File: config.mk
export PLATFORM = sky130hd
export DESIGN_NAME = button_debouncer
export DESIGN_NICKNAME = d
export VERILOG_FILES = /design/src/rtl/button_debouncer_pkg.sv /design/src/rtl/sync_2ff.sv /design/src/rtl/button_debouncer.sv
export SDC_FILE = /design/constraint.sdc
export NUM_CORES = 1
export LEC_CHECK = 0
export ABC_CLOCK_PERIOD_IN_PS = 1400
export CAP_MARGIN = 20
export CORE_AREA = 10 10 48 50
export CTS_CLUSTER_DIAMETER = 40
export DETAILED_ROUTE_END_ITERATION = 10
export DIE_AREA = 0 0 58 60
export GPL_TIMING_DRIVEN = 0
export PLACE_DENSITY = 0.69
export SLEW_MARGIN = 20
export SYNTH_ARGS = -nofsm -noshare
export SYNTH_HDL_FRONTEND = slang
export SYNTH_HIERARCHICAL = 1
export SYNTH_SLANG_ARGS = --single-unit
File: constraint.sdc
create_clock -name CLK -period 1.4 [get_ports CLK]
set_input_delay 0.35 -clock CLK [delete_from_list [all_inputs] [get_ports CLK]]
set_output_delay 0.35 -clock CLK [all_outputs]
set_load 0.02 [all_outputs]
File: src/rtl/button_debouncer_pkg.sv
// -----------------------------------------------------------------------------
// button_debouncer_pkg
//   Shared definitions for the button debouncer block.
//   - state_t : 2-bit FSM state encoding. Adjacent states differ by one bit
//               (STABLE_LOW=00, WAIT_HIGH=01, STABLE_HIGH=11, WAIT_LOW=10).
//   - DEF_STABLE_CYCLES / DEF_CNT_WIDTH : default qualification parameters.
// -----------------------------------------------------------------------------
package button_debouncer_pkg;

    typedef enum logic [1:0] {
        ST_STABLE_LOW  = 2'b00,
        ST_WAIT_HIGH   = 2'b01,
        ST_STABLE_HIGH = 2'b11,
        ST_WAIT_LOW    = 2'b10
    } state_t;

    localparam int DEF_STABLE_CYCLES = 4;
    localparam int DEF_CNT_WIDTH     = 4;

endpackage : button_debouncer_pkg

File: src/rtl/sync_2ff.sv
// -----------------------------------------------------------------------------
// sync_2ff
//   Two-flop synchronizer for a single asynchronous level. Reusable for any
//   asynchronous input that needs to be brought into the i_clk domain.
//
// Ports:
//   i_clk   : destination clock, rising-edge active
//   i_rst_n : asynchronous active-low reset, clears both stages
//   i_d     : asynchronous input level
//   o_q     : synchronized level (two i_clk edges of latency)
// -----------------------------------------------------------------------------
module sync_2ff (
    input  logic i_clk,
    input  logic i_rst_n,
    input  logic i_d,
    output logic o_q
);

    logic r_sync1;
    logic r_sync2;

    always_ff @(posedge i_clk or negedge i_rst_n) begin
        if (!i_rst_n) begin
            r_sync1 <= 1'b0;
            r_sync2 <= 1'b0;
        end else begin
            r_sync1 <= i_d;
            r_sync2 <= r_sync1;
        end
    end

    assign o_q = r_sync2;

endmodule : sync_2ff

File: src/rtl/button_debouncer.sv
// -----------------------------------------------------------------------------
// button_debouncer
//   Conditions a raw, bouncy push-button/switch level for the D flip-flop data
//   path: synchronizes it to CLK, then accepts a new level only after it has
//   been seen for STABLE_CYCLES consecutive synchronized samples.
//
// Handshake: none. BTN_OUT is a level; RISE/FALL are single-cycle strobes on
//   the cycle BTN_OUT changes, never both high. BUSY is high while a candidate
//   level is being qualified. All outputs are registered.
//
// Ports:
//   CLK     : system clock, rising-edge active
//   RESET   : asynchronous active-low reset (0 = reset asserted)
//   BTN_IN  : raw asynchronous button/switch level
//   BTN_OUT : debounced level (drives downstream D)
//   RISE    : one-cycle strobe when BTN_OUT goes 0->1
//   FALL    : one-cycle strobe when BTN_OUT goes 1->0
//   BUSY    : high in WAIT_HIGH / WAIT_LOW
//
// Latency: a level stable before edge e0 appears on BTN_OUT at e0+STABLE_CYCLES+1.
// Legal STABLE_CYCLES range: 2 .. 2**CNT_WIDTH-1.
// -----------------------------------------------------------------------------
module button_debouncer
    import button_debouncer_pkg::*;
#(
    parameter int STABLE_CYCLES = DEF_STABLE_CYCLES,
    parameter int CNT_WIDTH     = DEF_CNT_WIDTH
) (
    input  logic CLK,
    input  logic RESET,
    input  logic BTN_IN,
    output logic BTN_OUT,
    output logic RISE,
    output logic FALL,
    output logic BUSY
);

    // The first sample of a new level is taken in the STABLE state, so the
    // WAIT state only needs to see STABLE_CYCLES-1 more matching samples.
    localparam logic [CNT_WIDTH-1:0] LP_CNT_LAST = CNT_WIDTH'(STABLE_CYCLES - 1);
    localparam logic [CNT_WIDTH-1:0] LP_CNT_ONE  = CNT_WIDTH'(1);

    logic                 w_sync;
    state_t               r_state;
    logic [CNT_WIDTH-1:0] r_cnt;
    logic                 r_btn_out;
    logic                 r_rise;
    logic                 r_fall;
    logic                 r_busy;

    sync_2ff u_sync (
        .i_clk   (CLK),
        .i_rst_n (RESET),
        .i_d     (BTN_IN),
        .o_q     (w_sync)
    );

    always_ff @(posedge CLK or negedge RESET) begin
        if (!RESET) begin
            r_state   <= ST_STABLE_LOW;
            r_cnt     <= '0;
            r_btn_out <= 1'b0;
            r_rise    <= 1'b0;
            r_fall    <= 1'b0;
            r_busy    <= 1'b0;
        end else begin
            // Strobes default low so they last exactly one cycle.
            r_rise <= 1'b0;
            r_fall <= 1'b0;
            case (r_state)
                ST_STABLE_LOW: begin
                    if (w_sync) begin
                        r_state <= ST_WAIT_HIGH;
                        r_cnt   <= LP_CNT_ONE;
                        r_busy  <= 1'b1;
                    end else begin
                        r_cnt   <= '0;
                        r_busy  <= 1'b0;
                    end
                end

                ST_WAIT_HIGH: begin
                    if (w_sync) begin
                        if (r_cnt == LP_CNT_LAST) begin
                            r_state   <= ST_STABLE_HIGH;
                            r_cnt     <= '0;
                            r_btn_out <= 1'b1;
                            r_rise    <= 1'b1;
                            r_busy    <= 1'b0;
                        end else begin
                            r_cnt <= r_cnt + LP_CNT_ONE;
                        end
                    end else begin
                        // Reversal: drop the candidate, output untouched.
                        r_state <= ST_STABLE_LOW;
                        r_cnt   <= '0;
                        r_busy  <= 1'b0;
                    end
                end

                ST_STABLE_HIGH: begin
                    if (!w_sync) begin
                        r_state <= ST_WAIT_LOW;
                        r_cnt   <= LP_CNT_ONE;
                        r_busy  <= 1'b1;
                    end else begin
                        r_cnt   <= '0;
                        r_busy  <= 1'b0;
                    end
                end

                ST_WAIT_LOW: begin
                    if (!w_sync) begin
                        if (r_cnt == LP_CNT_LAST) begin
                            r_state   <= ST_STABLE_LOW;
                            r_cnt     <= '0;
                            r_btn_out <= 1'b0;
                            r_fall    <= 1'b1;
                            r_busy    <= 1'b0;
                        end else begin
                            r_cnt <= r_cnt + LP_CNT_ONE;
                        end
                    end else begin
                        r_state <= ST_STABLE_HIGH;
                        r_cnt   <= '0;
                        r_busy  <= 1'b0;
                    end
                end

                default: begin
                    r_state <= ST_STABLE_LOW;
                    r_cnt   <= '0;
                    r_busy  <= 1'b0;
                end
            endcase
        end
    end

    assign BTN_OUT = r_btn_out;
    assign RISE    = r_rise;
    assign FALL    = r_fall;
    assign BUSY    = r_busy;

endmodule : button_debouncer
==> flow_summary.yaml, run 1 <==
clocking:
  clkLatencyLatePin_ns: 0.28
  cts_sinks: 12
  clock_path_buffers: 2
  cts_tree: "built"
  cts-root-buf: "clkbuf_4"
  numCtsBuffers: 3
  clkTransAtPathRegs_ns: 0.06
  htree_levels: 1
route:
  highest_layer: "met4"
  wl_um: 1380
  routed_via_density: 5.58
  wl_met1_um: 558
  firstDrtPassIters: 4
  wl_met2_um: 688
  num_vias: 502
  drc: 0
  ant_nets: 0
  route.met3.wl_um: 118
  wl_per_cell_um: 15.3
  drt_iter0_drc: 9
final_layout:
  ff_latch_area_um2: 302
  design.final.nets: 85
  syn2layout_area_growth_pct: 42.8
  insertedDiodeCount: 0
  drive_above_1_share: 0.378
  final_util: 0.628
  fillers: 114
  fin_area_um2: 902
  multi_input_area_um2: 413
place:
  placed_area_um2: 723
  portBuffers: 6
  gp_congestion: 0.768
  hpwl_um: 838
  post-place-ws_ns: -0.147
sta:
  final-hold-violation-count: 0
  setup_viol: 2
  period_needed_ns: 1.43
  rsz0062_at_grt: "yes"
  period_share: 1.02
  worst_pin_slew_ns: 0.532
  max_freq_mhz: 699
  hold_slack_ns: 0.353
  timing.slew.headroom: 0.644
  layout_setup_ws_ns: -0.0305
  fin_skew_ns: 0.0156
  fin_setup_tns_ns: -0.0607
  maxSlewViolCount: 0
power:
  ir_drop_mv: 0.970
  p_leak_nw: 0.382
  powerDensity_nw_per_um2: 1800
setup_path:
  path_cells: "buf_6, ha_4, mux2i_4, nor3_2, a221o_1"
  cp_slowest_cell: "dfrtp_1"
  crit_fanout: 4
  reg2reg_depth: 5
  path_depth: 5
  cp-endpoint: "r_cnt[0]$_DFF_PN0_"
  cp-end-kind: "flop"
  r2r_end: "r_cnt[0]$_DFF_PN0_"
  worstReg2RegStart: "r_state[1]$_DFFE_PN0P_"
  critPathLaunchType: "flop"
  cp.required_ns: 1.55
  path_class: "flop to flop"
  crit_family: "flip-flops"
  cp.arrival_ns: 1.58
  crit_path_start: "r_state[1]$_DFFE_PN0P_"
  crit_buf_inv: 1
  ff2ff_setup_slack_ns: -0.03
  slowest_delay_ns: 0.42
yosys:
  synthAdderAreaFrac: 0.119
  yosys_warnings: 6
  synth-simple-area-share: 0.240
  synth.top_cell.area_share: 0.475
  ys_ff_latch: 12
  syn-num-nets: 65
  muxShareOfSynthArea: 0.0218
  postSynthAreaPerCell_um2: 11.3
  syn-cell-area_um2: 632
  ys_types: 26
  synth_top_family_by_area: "simple AND/OR/NAND/NOR gates"
  synth_cells: 56
  yosys.area.top_type: "dfrtp_1"
  ys_seq_area_frac: 0.475
  synth_xor_area_frac: 0.0277
  synth.area.top_cells: "dfrtp_1 48%, ha_1 12%, a221o_1 3.2%"
  synth_compound_area_frac: 0.0931
global_routing:
  grt_pass1_wl_um: 2220
  grt_pass1_vias: 501
  grt-ovfl-total: 0
  grt_max_degree: 13
  antenna_found_initial: 0
  grt_usage: 0.0830
min_path:
  hold_path.class: "flop to flop"
floorplanning:
  rows: 14
  ios: 7
  die_w_um: 58
  start_util: 0.440
  die_height_um: 60
  coreArea_um2: 1440
  die_area_um2: 3480
run_status:
  outcome: "finished with violations"
  violations: "negative setup slack"
job:
  cap_viol_max_count: 0
## worst min path at each step
stage,from,endpoint,slack (ns),cells past startpoint
global route,u_sync/r_sync1$_DFF_PN0_,u_sync/o_q$_DFF_PN0_,0.38,0
detailed placement,u_sync/r_sync1$_DFF_PN0_,u_sync/o_q$_DFF_PN0_,0.35,0
CTS,u_sync/r_sync1$_DFF_PN0_,u_sync/o_q$_DFF_PN0_,0.36,0
floorplan,RESET,BTN_OUT$_DFFE_PN0P_,0.05,0
finish,u_sync/r_sync1$_DFF_PN0_,u_sync/o_q$_DFF_PN0_,0.35,0
global placement,u_sync/r_sync1$_DFF_PN0_,u_sync/o_q$_DFF_PN0_,0.34,0
## Yosys cell counts
master and n:
nand2b_1 1, nand2_1 2, and3_1 1, nor3_1 2
nor3_2 1, xor2_1 1, a211oi_1 1, nor4_1 1
or3b_1 1, ha_1 6, nor3b_4 1, nor4bb_1 1
nand3_1 2, xnor2_1 1, clkbuf_1 1, nor3b_1 2
nand4b_1 2, nor2b_1 1, inv_1 3, o21ai_0 3
o211ai_1 1, mux2i_2 1, nor2_1 5, dfrtp_1 12
o32ai_1 1, a221o_1 2
## timing repair
action | CTS | global route
pin swaps | 1 | 7
endpoints found under the hold margin | 0 | 0
setup buffers | 6 | 4
endpoints found under the setup margin | 8 | 5
resized for setup | 17 | 6
hold buffers | 0 | 0
## stage by stage
step / cells / power [mW]
after global routing: 90 / 1.74
after global placement: 78 / 1.02
after floorplan: 56 / 0.895
after CTS: 87 / 1.49
final: 90 / 1.62
after detailed placement: 78 / 1.03
## kinds of logic after synthesis
kind of cell             Yosys count
buffers and inverters              4
multiplexers                       1
AND/OR/NAND/NOR                   23
adder cells (fa/ha/maj)            6
XOR/XNOR                           2
AO/OA/AOI/OAI                      8
flip-flops                        12
## state kept, by name (all words and copies together), names as in the netlist
register	count
BUSY	1
r_cnt	4
FALL	1
BTN_OUT	1
RISE	1
u_sync/o_q	1
r_state	2
u_sync/r_sync1	1
## cells in the final DEF, fill, tap and decap left out, types with 2 or more instances in the layout
master | Yosys | routed
dfrtp_1 | 12 | 11
buf_4 | 0 | 7
nor2_1 | 5 | 5
ha_4 | 0 | 4
dlygate4sd2_1 | 0 | 4
clkbuf_4 | 0 | 3
nor3_2 | 1 | 2
nor3b_1 | 2 | 2
a221o_1 | 2 | 2
nand3_1 | 2 | 2
inv_2 | 0 | 2
nand2_1 | 2 | 2
o21ai_0 | 3 | 2
nand4b_1 | 2 | 2
clkdlybuf4s50_1 | 0 | 2
buf_6 | 0 | 2
## metal layers
metal / up-vias / GRT usage
li1: 239 / -
met1: 251 / 0.0809
met2: 10 / 0.132
met3: 2 / 0.0593
met4: 0 / 0.0369
met5: - / 0
## final cells by class
type / count / share of cell area
multi-input cells: 40 / 0.458
flip-flops and latches: 12 / 0.334
repair buffers: 15 / 0.144
clock buffers: 3 / 0.0250
well taps: 16 / 0.0222
inverters: 3 / 0.0125
plain buffers: 1 / 0.00416
## power by group
| group | switching (mW) | internal, mW | leakage [nW] | total, mW |
|---|---|---|---|---|
| registers | 0.0764 | 0.418 | 0.150 | 0.494 |
| logic | 0.422 | 0.498 | 0.219 | 0.920 |
| clock network | 0.108 | 0.0994 | 0.0138 | 0.208 |
| total | 0.607 | 1.02 | 0.382 | 1.62 |
Note: power is estimated with default switching activity, not from simulation.
==> inputs of run 2 (changes only) <==
--- a/config.mk
+++ b/config.mk
@@ -7,12 +7,14 @@
 export LEC_CHECK = 0
 export ABC_CLOCK_PERIOD_IN_PS = 1400
 export CAP_MARGIN = 20
-export CORE_AREA = 10 10 48 50
+export CELL_PAD_IN_SITES_DETAIL_PLACEMENT = 1
+export CELL_PAD_IN_SITES_GLOBAL_PLACEMENT = 1
+export CORE_AREA = 10 10 53 55
 export CTS_CLUSTER_DIAMETER = 40
 export DETAILED_ROUTE_END_ITERATION = 10
-export DIE_AREA = 0 0 58 60
+export DIE_AREA = 0 0 63 65
 export GPL_TIMING_DRIVEN = 0
-export PLACE_DENSITY = 0.69
+export PLACE_DENSITY = 0.67
 export SLEW_MARGIN = 20
 export SYNTH_ARGS = -nofsm -noshare
 export SYNTH_HDL_FRONTEND = slang
==> run 2 against run 1 <==
Against the previous run: the run still ends with negative setup slack left; wire length is 7.6% higher; die area increased by 18%; setup slack gained 0.0062 ns; via count increased by 1.8%; sequential cell count stayed put; sequential share of layout area down 0.41 points; design area increased by 0.83%; global-route usage shrank 0.73 points; combinational power is 8.2% lower; critical path type unchanged; largest power group unchanged; highest routed layer unchanged.
==> flow_summary.yaml, run 2 (same netlist as run 1, synthesis figures left out) <==
run_status:
  outcome: "finished with violations"
  violations: "negative setup slack"
floorplanning:
  coreArea_um2: 1860
  rows: 16
  start_util: 0.339
  die_w_um: 63
  die_height_um: 65
  die_area_um2: 4100
  ios: 7
setup_path:
  cp.arrival_ns: 1.59
  reg2reg_depth: 4
  ff2ff_setup_slack_ns: -0.02
  cp-end-kind: "flop"
  critPathLaunchType: "flop"
  cp.required_ns: 1.56
  crit_fanout: 5
  path_class: "flop to flop"
power:
  pwr-share-clk: 0.174
  p_seq_frac: 0.300
  power.internal_mw: 1.02
  comb_power_share: 0.526
  p_total_mw: 1.61
  sw_frac_of_total: 0.362
  ir_drop_mv: 0.819
  switchingPower_mw: 0.582
  p_leak_nw: 0.396
  powerDensity_nw_per_um2: 1770
job:
  cap_viol_max_count: 0
final_layout:
  fillers: 207
  syn2layout_area_growth_pct: 44.0
  reg_top3: "r_cnt (4), r_state (2)"
  regMostFlops: "r_cnt"
  insertedDiodeCount: 0
  largest_register_ffs: 4
  drive_above_1_share: 0.351
  design.final.nets: 87
  layout_commonest_cell: "dfrtp_1"
  layout_common_cells: "12 x dfrtp_1, 9 x buf_4, 5 x nor2_1, 4 x dlygate4sd2_1"
  fin_cells: 104
  fin_area_um2: 910
clocking:
  cts_tree: "built"
  numCtsBuffers: 3
  htree_levels: 1
  cts-root-buf: "clkbuf_4"
  clock_path_buffers: 2
  cts_sinks: 12
  clkTransAtPathRegs_ns: 0.08
  clkLatencyLatePin_ns: 0.27
route:
  drc: 0
  ant_nets: 0
  wl_per_cell_um: 14.2
  routed_via_density: 4.91
  wl_um: 1480
  num_vias: 511
  firstDrtPassIters: 2
  drt_iter0_drc: 6
sta:
  period_needed_ns: 1.42
  setup_viol: 3
  period_share: 1.02
  worst_pin_slew_ns: 0.539
  layout_setup_ws_ns: -0.0243
  max_freq_mhz: 702
  hold_slack_ns: 0.363
  maxSlewViolCount: 0
  rsz0062_at_grt: "yes"
  timing.slew.headroom: 0.639
  fin_skew_ns: 0.00227
  final-hold-violation-count: 0
min_path:
  hold_path.class: "flop to flop"
  hold_depth: 0
place:
  dp.cells: 89
  placed_area_um2: 737
  portBuffers: 6
  hpwl_um: 916
  gp_congestion: 0.737
global_routing:
  grt_usage: 0.0757
  grt_pass1_vias: 551
  grt-ovfl-total: 0
  grt_pass1_wl_um: 2480
  grt_max_degree: 13
  antenna_found_initial: 0
[run 2: final timing paths]
path	startpoint	endpoint
worst max-delay path	r_state[1]$_DFFE_PN0P_	r_cnt[0]$_DFF_PN0_
worst min-delay path	u_sync/r_sync1$_DFF_PN0_	u_sync/o_q$_DFF_PN0_
worst max register to register	r_state[1]$_DFFE_PN0P_	r_cnt[0]$_DFF_PN0_
worst min register to register	u_sync/r_sync1$_DFF_PN0_	u_sync/o_q$_DFF_PN0_
max in group asynchronous	RESET	r_state[1]$_DFFE_PN0P_
min in group asynchronous	RESET	RISE$_DFF_PN0_
[run 2: cell type report]
type / instances / area (µm²) / share of cell area
timing repair buffer: 17 / 145 / 0.160
buffer: 1 / 3.75 / 0.00413
tap: 27 / 33.8 / 0.0371
sequential: 12 / 300 / 0.330
inverter: 3 / 11.3 / 0.0124
multi-input combinational: 40 / 379 / 0.417
clock buffer: 4 / 36.3 / 0.0399
[run 2: power by group through the flow]
stage | Clock, mW | Combinational, mW | Sequential, mW
final | 0.279 | 0.845 | 0.483
after CTS | 0.296 | 0.754 | 0.468
after floorplan | 0 | 0.417 | 0.479
after detailed placement | 0 | 0.560 | 0.476
after global placement | 0 | 0.559 | 0.472
after global routing | 0.321 | 0.946 | 0.493
[run 2: layer usage]
layer / track usage / routed length (µm) / vias up
li1: - / - / 244
met1: 0.0796 / 677 / 256
met2: 0.122 / 711 / 9
met3: 0.0326 / 74 / 2
met4: 0.0503 / 17 / 0
met5: 0 / 0 / -
[run 2: critical path, stage by stage, from the launching register on]
cell and delay, ns:
dfrtp_1 0.44, buf_4 0.16, ha_1 0.25, nor3b_1 0.18
a221o_1 0.28
[run 2: per-stage QoR]
| step | util | worst slack (ns) | TNS [ns] |
|---|---|---|---|
| finish | 0.489 | -0.0243 | -0.0691 |
| global route | 0.489 | -0.0971 | -0.344 |
| CTS | 0.468 | -0.0182 | -0.0482 |
| detailed placement | 0.396 | -0.165 | -0.428 |
| global placement | 0.396 | -0.161 | -0.415 |
| floorplan | - | 0.00236 | 0 |
[run 2: repair_timing]
item	4_1_cts	5_1_grt
gates resized for setup	12	6
setup buffers	9	2
pin swaps	3	0
endpoints found under the setup margin	8	6
hold buffers	0	0
hold endpoints to repair	0	0
